File: src/rtl/size_patch_arbiter.sv
// Round-robin arbiter that serialises multi-byte big-endian patch writes from
// several requesters onto a single byte-wide buffer write port.
module size_patch_arbiter #(
    parameter int NUM_REQ = 4
) (
    input  logic                   clock,
    input  logic                   reset,
    input  logic [NUM_REQ-1:0]     req_valid,
    input  logic [NUM_REQ*32-1:0]  req_addr,
    input  logic [NUM_REQ*32-1:0]  req_val,
    input  logic [NUM_REQ*3-1:0]   req_bytes,
    output logic [NUM_REQ-1:0]     req_ack,
    output logic                   mem_we,
    output logic [31:0]            mem_addr,
    output logic [7:0]             mem_data,
    input  logic                   mem_ready,
    output logic                   busy,
    output logic                   err_size
);

    localparam int IW = (NUM_REQ > 1) ? $clog2(NUM_REQ) : 1;

    typedef enum logic {IDLE, WRITE} state_t;

    state_t              state_q, state_d;
    logic [IW-1:0]       last_grant_q, last_grant_d;
    logic [1:0]          idx_q, idx_d;
    logic [2:0]          bytes_q, bytes_d;
    logic [31:0]         val_q, val_d;
    logic [NUM_REQ-1:0]  req_ack_q, req_ack_d;
    logic                mem_we_q, mem_we_d;
    logic [31:0]         mem_addr_q, mem_addr_d;
    logic [7:0]          mem_data_q, mem_data_d;
    logic                busy_q, busy_d;
    logic                err_size_q, err_size_d;

    logic                found;
    logic [IW-1:0]       win;
    logic [IW-1:0]       cand;
    logic [2:0]          win_bytes;

    function automatic logic [7:0] sel_byte(input logic [31:0] v, input logic [1:0] k);
        logic [7:0] b;
        case (k)
            2'd0:    b = v[7:0];
            2'd1:    b = v[15:8];
            2'd2:    b = v[23:16];
            default: b = v[31:24];
        endcase
        return b;
    endfunction

    always_comb begin
        state_d      = state_q;
        last_grant_d = last_grant_q;
        idx_d        = idx_q;
        bytes_d      = bytes_q;
        val_d        = val_q;
        req_ack_d    = '0;
        mem_we_d     = mem_we_q;
        mem_addr_d   = mem_addr_q;
        mem_data_d   = mem_data_q;
        err_size_d   = err_size_q;
        found        = 1'b0;
        win          = '0;
        cand         = '0;

        // Search starts one past the last winner so every requester gets a turn.
        for (int i = 1; i <= NUM_REQ; i++) begin
            cand = IW'((int'(last_grant_q) + i) % NUM_REQ);
            if (!found && req_valid[cand]) begin
                found = 1'b1;
                win   = cand;
            end
        end
        win_bytes = req_bytes[3*win +: 3];

        case (state_q)
            IDLE: begin
                if (found) begin
                    req_ack_d[win] = 1'b1;
                    last_grant_d   = win;
                    if (win_bytes >= 3'd1 && win_bytes <= 3'd4) begin
                        state_d    = WRITE;
                        idx_d      = 2'd0;
                        bytes_d    = win_bytes;
                        val_d      = req_val[32*win +: 32];
                        mem_we_d   = 1'b1;
                        mem_addr_d = req_addr[32*win +: 32];
                        mem_data_d = sel_byte(req_val[32*win +: 32], 2'(win_bytes - 3'd1));
                    end else begin
                        err_size_d = 1'b1;
                    end
                end
            end
            WRITE: begin
                if (mem_ready) begin
                    if ({1'b0, idx_q} == bytes_q - 3'd1) begin
                        state_d    = IDLE;
                        mem_we_d   = 1'b0;
                        mem_addr_d = '0;
                        mem_data_d = '0;
                    end else begin
                        idx_d      = idx_q + 2'd1;
                        mem_addr_d = mem_addr_q + 32'd1;
                        mem_data_d = sel_byte(val_q, 2'(bytes_q - 3'd2 - {1'b0, idx_q}));
                    end
                end
            end
            default: state_d = IDLE;
        endcase

        busy_d = (state_d == WRITE);
    end

    always_ff @(posedge clock or posedge reset) begin
        if (reset) begin
            state_q      <= IDLE;
            last_grant_q <= IW'(NUM_REQ - 1);
            idx_q        <= '0;
            bytes_q      <= '0;
            val_q        <= '0;
            req_ack_q    <= '0;
            mem_we_q     <= 1'b0;
            mem_addr_q   <= '0;
            mem_data_q   <= '0;
            busy_q       <= 1'b0;
            err_size_q   <= 1'b0;
        end else begin
            state_q      <= state_d;
            last_grant_q <= last_grant_d;
            idx_q        <= idx_d;
            bytes_q      <= bytes_d;
            val_q        <= val_d;
            req_ack_q    <= req_ack_d;
            mem_we_q     <= mem_we_d;
            mem_addr_q   <= mem_addr_d;
            mem_data_q   <= mem_data_d;
            busy_q       <= busy_d;
            err_size_q   <= err_size_d;
        end
    end

    assign req_ack  = req_ack_q;
    assign mem_we   = mem_we_q;
    assign mem_addr = mem_addr_q;
    assign mem_data = mem_data_q;
    assign busy     = busy_q;
    assign err_size = err_size_q;

endmodule

File: config.mk
export PLATFORM = sky130hd
export DESIGN_NAME = size_patch_arbiter
export DESIGN_NICKNAME = d
export VERILOG_FILES = /design/src/rtl/size_patch_arbiter.sv
export SDC_FILE = /design/constraint.sdc
export NUM_CORES = 1
export LEC_CHECK = 0
export CORE_AREA = 2 2 131 133
export DETAILED_ROUTE_END_ITERATION = 10
export DIE_AREA = 0 0 133 135
export HOLD_SLACK_MARGIN = 0.15
export PLACE_DENSITY = 0.81
export SLEW_MARGIN = 20
export SYNTH_ARGS = -nofsm -noshare
export SYNTH_HDL_FRONTEND = slang
export SYNTH_SLANG_ARGS = --single-unit
export TNS_END_PERCENT = 10
File: constraint.sdc
create_clock -name clock -period 3.9 [get_ports clock]
set_clock_uncertainty 0.2 [all_clocks]
set_input_delay 0.78 -clock clock [delete_from_list [all_inputs] [get_ports clock]]
set_output_delay 0.78 -clock clock [all_outputs]
set_load 0.1 [all_outputs]
; ---- After elaboration in Yosys (flattened, before gate mapping)
; Index checks and enable logic that the tools add are counted.
[totals]
regBits = 86
in_bits = 275
out_inout_bits = 47
wordCells = 107
[op_classes]
addsub = 10
multipliers = 1
magnitude_cmp = 8
eq_ne = 10
n_shift = 3
muxes = 47
bitwise_logic = 2
n_reduce_logical = 16
[op_table]
columns = cell, n
row1 = $shiftx 128x8->32, 2
row2 = $mux 32, 4
row3 = $pmux 32 s2, 1
row4 = $pmux 8 s3, 2
row5 = $add 32x1->32 const B, 1
row6 = $mux 8, 4
row7 = $mux 1, 17
row8 = $mux 2, 8
row9 = $pmux 8 s2, 1
row10 = $lt 2x3->1 const B, 5
row11 = $shiftx 12x5->3, 1
row12 = $reduce_and 3->1, 3
row13 = $bmux 1 s2, 4
row14 = $mux 4, 2
row15 = $ne 2x2->1 const B, 4
row16 = $reduce_and 4->1, 2
row17 = $add 2x1->2 const B, 3
row18 = $logic_and 1x1->1, 5
row19 = $add 2x2->2 const B, 2
row20 = $eq 2x1->1 const B, 2
row21 = $eq 2x2->1 const B, 2
row22 = $logic_not 2->1, 2
row23 = $mul 2x2->4 const A, 1
row24 = $pmux 1 s2, 2
row25 = other kinds (14), 17

; ---- Longest topological paths before layout
; Gate-level depths: netlist (run 1).
[depth]
ltp_word = 21
depth_mapped = 12

; ---- Worst setup path before layout (run 1)
; Ideal clock, no wire load.
[synth_timing]
kind = register to register
from = reg mem_addr_q[0] (netlist: mem_addr[0])
to = reg mem_addr_q[20] (netlist: mem_addr[20])
setup_time_ns = 0.131
t_arrival_ns = 2.830
required_ns = 3.569
slack_ns = 0.739
stages_incl_launch_ff = 8
n_path_buf = 0
path_cell_list = dfrtp_1 -> ha_1 -> nand3_1 -> nor3_1 -> and2_1 -> nand3_1 -> and3_1 -> or3_1
[synth_between]
elab_chain_len = 4
[synth_lines]
columns = item, line_no
row1 = start: declaration, 32  ; logic [31:0] mem_addr_q, mem_addr_d;
row2 = start signal: assignment, 137  ; mem_addr_q <= mem_addr_d;
row3 = $add 32x1->32, 105  ; mem_addr_d = mem_addr_q + 32'd1;
row4 = $mux 32, 98  ; if ({1'b0, idx_q} == bytes_q - 3'd1) begin
row5 = $mux 32, 97  ; if (mem_ready) begin
row6 = $pmux 32 s2, 78  ; case (state_q)
; No other way between the ends. The select of a mux whose other input is x is not followed.
; A chain may end at the register's enable or synchronous reset.

; ---- Final worst setup path (run 1)
[layout_timing]
from = in req_valid[1]
to = reg mem_addr_q[12] (netlist: mem_addr[12])
[layout_between]
elab_chain_len = 18
elab_cells_between_ends = 34
cone_classes = mul (1) / order compare (2) / eq/ne (2) / shift (2) / mux (19) / reduce/logical (8)
[layout_lines]
columns = item, line_no
row1 = start: declaration, 8  ; input logic [NUM_REQ-1:0] req_valid,
row2 = $bmux 1 s2, 71  ; if (!found && req_valid[cand]) begin
row3 = $mux 1 (not written as such), 71
row4 = $mux 1, 71
row5 = $logic_not 1->1, 71
row6 = $logic_and 1x1->1, 71
row7 = $mux 1, 71
row8 = $logic_not 1->1, 71
row9 = $logic_and 1x1->1, 71
row10 = [... 2 more ...], -
row11 = $logic_and 1x1->1, 71
row12 = $mux 2, 71
row13 = $mul 2x2->4, 76  ; win_bytes = req_bytes[3*win +: 3];
row14 = $shiftx 12x5->3, 76
row15 = $ge 3x1->1 / $le 3x3->1 (equally long branches), 83  ; if (win_bytes >= 3'd1 && win_bytes <= 3'd4) begin
row16 = $logic_and 1x1->1, 83
row17 = $ne 2x2->1 (no source line), -
row18 = $reduce_and 3->1 (no source line), -
; Several ways; a longest one is shown, not always the timed one. The select of a mux whose other input is x is not followed.

==> impl_metrics.env, run 1 <==
export IMPL_synth_top_family_by_area="simple AND/OR/NAND/NOR gates"
export IMPL_fill_cells=1400
export IMPL_first_iter_violations=715
export IMPL_ir_worst_vdd_mv=0.5838
export IMPL_dp_worst_setup_slack_ns=-0.05023
export IMPL_area_delta_synth_final_pct=58.17
export IMPL_vias_per_cell=5.608
export IMPL_critPathArrivalTime_ns=3.64
export IMPL_synth_nets=1190
export IMPL_fin_util=0.6542
export IMPL_clkPwrFrac=0.092
export IMPL_yosys_area_top_type="dfrtp_1"
export IMPL_power_switching_mw=5.227
export IMPL_p_total_mw=9.508
export IMPL_worstMarginPinSlew_ns=1.017
export IMPL_period_minus_slack_ns=3.626
export IMPL_io_pins=322
export IMPL_drive_above_1_share=0.1006
export IMPL_first_pass_iters=5
export IMPL_dr_wl_met3_mm=2.007
export IMPL_synthTopCellsByCount="nand2_1 (325), dfrtp_1 (84), nand3_1 (54)"
export IMPL_grt_total_usage=0.2902
export IMPL_async_flop_share=1.000
export IMPL_synth_ff_type="dfrtp_1"
export IMPL_antenna_found_initial=0
export IMPL_powerDensity_nw_per_um2=885.8
export IMPL_worstPathRequired_ns=3.91
export IMPL_cts_max_level=3
export IMPL_grt_pass1_vias=7825
export IMPL_nNetsFinal=1506
export IMPL_finalHoldViolations=0
export IMPL_cap_violations=0
export IMPL_wl_mm=26.40
export IMPL_synthTopCellsByArea="dfrtp_1 (31%), nand2_1 (18%), mux2i_1 (4.7%), a211oi_1 (4.4%), a31oi_1 (4.3%)"
export IMPL_slew_viol_final=0
export IMPL_mappedNetlistArea_um2=6787
export IMPL_synth_avg_cell_area_um2=7.441
export IMPL_hold_class="reg -> reg"
export IMPL_place_gp_congestion=0.8943
export IMPL_leakage_nw=4.594
export IMPL_placement_rows=47
export IMPL_rsz0062_at_grt="false"
export IMPL_setup_ws_ns=0.2739
export IMPL_root_buffer="clkbuf_16"
export IMPL_cts_tree="built"
export IMPL_setup_viol=0
export IMPL_synthXorXnorAreaFrac=0.006453
export IMPL_pwr_share_seq=0.185
export IMPL_synth_edf_count=0
export IMPL_cts_resized=0
export IMPL_synth_cell_type_count=61
export IMPL_synth_simple_area_share=0.3217
export IMPL_p_int_mw=4.281
export IMPL_fmax_ghz=0.2758
export IMPL_yosysTopAreaCellShare=0.3097
export IMPL_port_buffers=321
export IMPL_wire_per_inst_um=18.17
export IMPL_p_comb_frac=0.723
export IMPL_post_cts_setup_buffer_count=0
export IMPL_met1_length_mm=11.30
export IMPL_clk_pin_slew_ns=0.06
export IMPL_antenna_cells=0
export IMPL_finalCritPeriodShare=0.9298
export IMPL_overflow=0
export IMPL_relSlewSlack=0.3197
export IMPL_path_class="in -> reg"
export IMPL_synthCells=912
export IMPL_register_area_um2=2155
export IMPL_route_vias_total=8149
export IMPL_core_area_um2=16410
export IMPL_critPathLaunchType="input port"
export IMPL_grt_pass1_wl_mm=41.21
export IMPL_status="finished, final reports clean"
export IMPL_synth_seq_cells=86
export IMPL_cp_end_kind="register"
export IMPL_synthMuxAreaShare=0.09458
export IMPL_hpwl_mm=20.31
export IMPL_synth_compound_area_frac=0.2050
export IMPL_multi_input_area_um2=4328
export IMPL_ys_warn_count=0
export IMPL_cp_max_fo=24
export IMPL_drc=0
export IMPL_cts_buffers=9
export IMPL_grt_max_degree=58
export IMPL_clk_latency_ns=0.33
export IMPL_switching_share=0.5498
export IMPL_die_area_um2=17960
export IMPL_yosysMostFrequentCell="nand2_1"
export IMPL_ys_seq_area_frac=0.3175
export IMPL_cts_sinks=86
export IMPL_top_layer="met4"
export IMPL_fp_dieW_um=133
export IMPL_ant_nets=0
export IMPL_die_height_um=135
export IMPL_synth_adder_area_share=0.005531
export IMPL_cts_buffer_depth=2
export IMPL_start_util=0.4136
export IMPL_cts_hold_buf=0
export IMPL_wl_met2_mm=12.75
layout make-up:
class | instances | share of cell area
Clock inverter | 3 | 0.003963
Timing Repair Buffer | 377 | 0.3404
Clock buffer | 13 | 0.02425
Inverter | 5 | 0.001865
Multi-Input combinational cell | 749 | 0.4032
Tap cell | 220 | 0.02564
Sequential cell | 86 | 0.2007
registers in the layout, summed over array words and instances, names as in the netlist:
name,cells
bytes_q,3
last_grant_q,2
req_ack,4
mem_addr,32
err_size,1
val_q,32
mem_we,1
busy,1
idx_q,2
mem_data,8
final timing paths:
path / startpoint / to / slack [ns] / cells past startpoint
max: req_valid[1] / mem_addr[12]$_DFFE_PP0P_ / 0.27 / 10
min reg2reg: val_q[31]$_DFFE_PP0P_ / val_q[31]$_DFFE_PP0P_ / 0.27 / 2
max reg2reg: last_grant_q[1]$_DFFE_PP1P_ / mem_addr[12]$_DFFE_PP0P_ / 0.68 / 10
max in group asynchronous: reset / mem_addr[30]$_DFFE_PP0P_ / 2.02 / 3
min in group asynchronous: reset / val_q[22]$_DFFE_PP0P_ / 0.69 / 2
min: val_q[31]$_DFFE_PP0P_ / val_q[31]$_DFFE_PP0P_ / 0.27 / 2
cells in the final DEF (no fill, tap or decap), types with 3 or more instances in the layout:
master           Yosys  layout
a211oi_1            40      40
a211oi_4             2       3
a21o_1               3       3
a21oi_1             10      10
a221o_1              3       3
a31oi_1             47      47
and2_1              43      43
and3_1               9       9
buf_12               0       5
buf_4                0      68
clkbuf_16            0       9
clkdlybuf4s50_1      0     304
dfrtp_1             84      84
ha_1                 3       3
inv_1                5       4
mux2_2              10      10
mux2i_1             32      31
mux4_2               8       8
nand2_1            325     324
nand2b_1             4       4
nand3_1             54      54
nand4_1              6       6
nor2_1              19      19
nor3_1              15      15
nor4_1               3       3
o211a_1              3       3
o211ai_1            32      32
o21ai_0             14      14
o21ai_1              9       9
o221ai_1             8       8
or3_1                7       7
xnor2_1              3       3
cells by family (layout without fill, tap and decap cells):
kind of cell / after synthesis / count (layout)
compound gates: 192 / 192
mux: 52 / 52
buf+inv: 77 / 398
flops: 86 / 86
fa+ha+maj: 3 / 3
simple gates: 497 / 497
xor+xnor: 5 / 5
worst max-delay path, stage by stage:
cell,delay (ns)
clkdlybuf4s50_1,0.45
o21a_1,0.24
a211oi_4,0.52
mux2i_1,0.28
mux2i_1,0.17
o211ai_1,0.41
nand2_2,0.18
buf_12,0.21
a221oi_1,0.30
o21ai_1,0.11
stage by stage:
stage | cell area (um^2) | hold slack (ns) | setup TNS, ns | std cells
finish | 10730 | 0.2718 | 0 | 1453
global route | 10730 | 0.2982 | 0 | 1453
CTS | 10730 | 0.2744 | 0 | 1453
detailed placement | 10430 | 0.2583 | -0.3197 | 1437
global placement | 10430 | 0.2553 | 0 | 1437
floorplan | 6787 | 0.2404 | 0 | 912
routing by layer:
metal	up-vias	track usage
met5	-	0
met1	3861	0.3983
li1	3874	-
met3	33	0.05856
met2	381	0.4767
met4	0	0.06213
power by group through the flow:
stage	logic, mW	clock network [mW]	registers (mW)
3_3_place_gp	6.65	0	1.74
3_5_place_dp	6.78	0	1.75
2_1_floorplan	3.23	0	3.17
4_1_cts	6.83	0.876	1.74
6_report	6.87	0.876	1.76
5_1_grt	7.33	0.920	1.82
Note: power is estimated with default switching activity, not from simulation.
==> run 2: changes to the inputs <==
--- a/config.mk
+++ b/config.mk
@@ -5,9 +5,9 @@
 export SDC_FILE = /design/constraint.sdc
 export NUM_CORES = 1
 export LEC_CHECK = 0
-export CORE_AREA = 2 2 131 133
+export CORE_AREA = 2 2 107 161
 export DETAILED_ROUTE_END_ITERATION = 10
-export DIE_AREA = 0 0 133 135
+export DIE_AREA = 0 0 109 163
 export HOLD_SLACK_MARGIN = 0.15
 export PLACE_DENSITY = 0.81
 export SLEW_MARGIN = 20
==> run 2 against run 1 <==
  * Sequential power about the same
  * Clock power up 6.4%
  * Combinational power up 2%
  * Non-clock buffer count up 7
  * Global-route usage up 1.1 points
  * Fmax up 0.43%
  * Sequential share of layout area down 0.20 points
  * Largest power group unchanged
==> impl_metrics.env, run 2 (same netlist as run 1, synthesis figures left out) <==
export IMPL_core_area_um2=16470
export IMPL_fp_dieW_um=109
export IMPL_grt_pass1_vias=7766
export IMPL_cp_max_fo=44
export IMPL_ant_nets=0
export IMPL_die_area_um2=17770
export IMPL_period_minus_slack_ns=3.610
export IMPL_post_cts_setup_buffer_count=0
export IMPL_port_buffers=321
export IMPL_cts_buffer_depth=2
export IMPL_start_util=0.4120
export IMPL_area_delta_synth_final_pct=59.77
export IMPL_cts_sinks=86
export IMPL_cts_buffers=9
export IMPL_grt_max_degree=70
export IMPL_p_comb_frac=0.721
export IMPL_die_height_um=163
export IMPL_finalHoldViolations=0
export IMPL_status="finished, final reports clean"
export IMPL_clk_latency_ns=0.34
export IMPL_leakage_nw=4.659
export IMPL_wl_mm=27.23
export IMPL_fmax_ghz=0.2770
export IMPL_layout_common_cells="nand2_1 (324), clkdlybuf4s50_1 (302), dfrtp_1 (84), buf_4 (73), nand3_1 (54)"
export IMPL_place_inst=1434
export IMPL_cts_resized=0
export IMPL_worstPathRequired_ns=3.96
export IMPL_slew_viol_final=0
export IMPL_worstMarginPinSlew_ns=1.068
export IMPL_power_switching_mw=5.250
export IMPL_cts_tree="built"
export IMPL_wire_per_inst_um=18.78
export IMPL_vias_per_cell=5.615
export IMPL_first_pass_iters=4
export IMPL_cap_violations=0
export IMPL_pwr_share_seq=0.183
export IMPL_setup_viol=0
export IMPL_overflow=0
export IMPL_finalCritPeriodShare=0.9257
export IMPL_final_common_cell="nand2_1"
export IMPL_cts_hold_buf=0
export IMPL_powerDensity_nw_per_um2=894.2
export IMPL_critPathLaunchType="input port"
export IMPL_io_pins=322
export IMPL_placement_rows=58
export IMPL_critPathArrivalTime_ns=3.67
export IMPL_drc=0
export IMPL_relSlewSlack=0.2856
export IMPL_switching_share=0.5415
export IMPL_stdcell_count=1450
export IMPL_rsz0062_at_grt="false"
export IMPL_root_buffer="clkbuf_16"
export IMPL_grt_total_usage=0.3017
export IMPL_antenna_cells=0
export IMPL_drive_above_1_share=0.1081
export IMPL_place_gp_congestion=0.9555
export IMPL_clkPwrFrac=0.096
export IMPL_first_iter_violations=445
export IMPL_cp_end_kind="register"
export IMPL_clk_pin_slew_ns=0.06
export IMPL_hold_class="reg -> reg"
export IMPL_path_class="in -> reg"
export IMPL_p_int_mw=4.446
export IMPL_fin_setup_tns_ns=0
export IMPL_ir_worst_vdd_mv=0.5277
export IMPL_nNetsFinal=1513
export IMPL_hpwl_mm=21.31
export IMPL_grt_pass1_wl_mm=41.12
export IMPL_antenna_found_initial=0
export IMPL_route_vias_total=8142
export IMPL_cts_max_level=3
## run 2: metrics by stage
| step | util | instance area, um^2 | total power, mW | setup WS, ns | hold slack (ns) |
|---|---|---|---|---|---|
| floorplan | - | 6787 | 6.397 | 0.7015 | 0.2404 |
| global placement | 0.6384 | 10520 | 8.569 | 0.05941 | 0.2535 |
| detailed placement | 0.6384 | 10520 | 8.699 | -0.04699 | 0.2615 |
| CTS | 0.6578 | 10840 | 9.670 | 0.2948 | 0.2762 |
| global route | 0.6582 | 10840 | 10.24 | 0.1478 | 0.3000 |
| finish | 0.6582 | 10840 | 9.695 | 0.2896 | 0.2761 |
## run 2: layer usage
metal  routed length, um  track usage  vias to the layer above
met3                2089      0.05282                       77
li1                    -            -                     3876
met2               14350       0.5630                      417
met4                1401       0.1503                        0
met1                9394       0.3162                     3772
met5                   0            0                        -
## run 2: power groups by stage
stage	sequential (mW)	clock, mW	combinational, mW
5_1_grt	1.82	0.975	7.45
3_3_place_gp	1.75	0	6.82
6_report	1.78	0.932	6.99
4_1_cts	1.76	0.941	6.97
2_1_floorplan	3.17	0	3.23
3_5_place_dp	1.76	0	6.94
## run 2: final cells by class
class / instances / area [um^2]
Fill cell: 1437 / 5630
Multi-Input combinational cell: 749 / 4335
Timing Repair Buffer: 384 / 3751
Sequential cell: 86 / 2155
Tap cell: 210 / 262.8
Clock buffer: 12 / 246.5
Clock inverter: 4 / 72.57
Inverter: 5 / 20.02
## run 2: worst paths after layout
kind / slack, ns / to / start / cells past startpoint
max reg2reg: 0.70 / mem_addr[16]$_DFFE_PP0P_ / last_grant_q[0]$_DFFE_PP1P_ / 10
min reg2reg: 0.28 / val_q[18]$_DFFE_PP0P_ / val_q[18]$_DFFE_PP0P_ / 2
min in group asynchronous: 0.56 / req_ack[2]$_DFF_PP0_ / reset / 2
max in group asynchronous: 2.25 / mem_addr[14]$_DFFE_PP0P_ / reset / 3
min: 0.28 / val_q[18]$_DFFE_PP0P_ / val_q[18]$_DFFE_PP0P_ / 2
max: 0.29 / mem_addr[16]$_DFFE_PP0P_ / req_valid[1] / 12
## run 2: critical path, stage by stage
cell             delay, ns
clkdlybuf4s50_1       0.44
buf_4                 0.16
or2b_1                0.16
a21oi_2               0.06
a211oi_4              0.29
buf_12                0.27
mux2_2                0.40
o211ai_1              0.16
and3_1                0.49
buf_4                 0.24
nor3b_1               0.05
o21ai_0               0.16
==> run 3: changes to the inputs <==
--- a/config.mk
+++ b/config.mk
@@ -14,4 +14,4 @@
 export SYNTH_ARGS = -nofsm -noshare
 export SYNTH_HDL_FRONTEND = slang
 export SYNTH_SLANG_ARGS = --single-unit
-export TNS_END_PERCENT = 10
+export TNS_END_PERCENT = 30
==> results of run 3 <==
No change in the layout: final DEF, timing and power equal those of run 2.
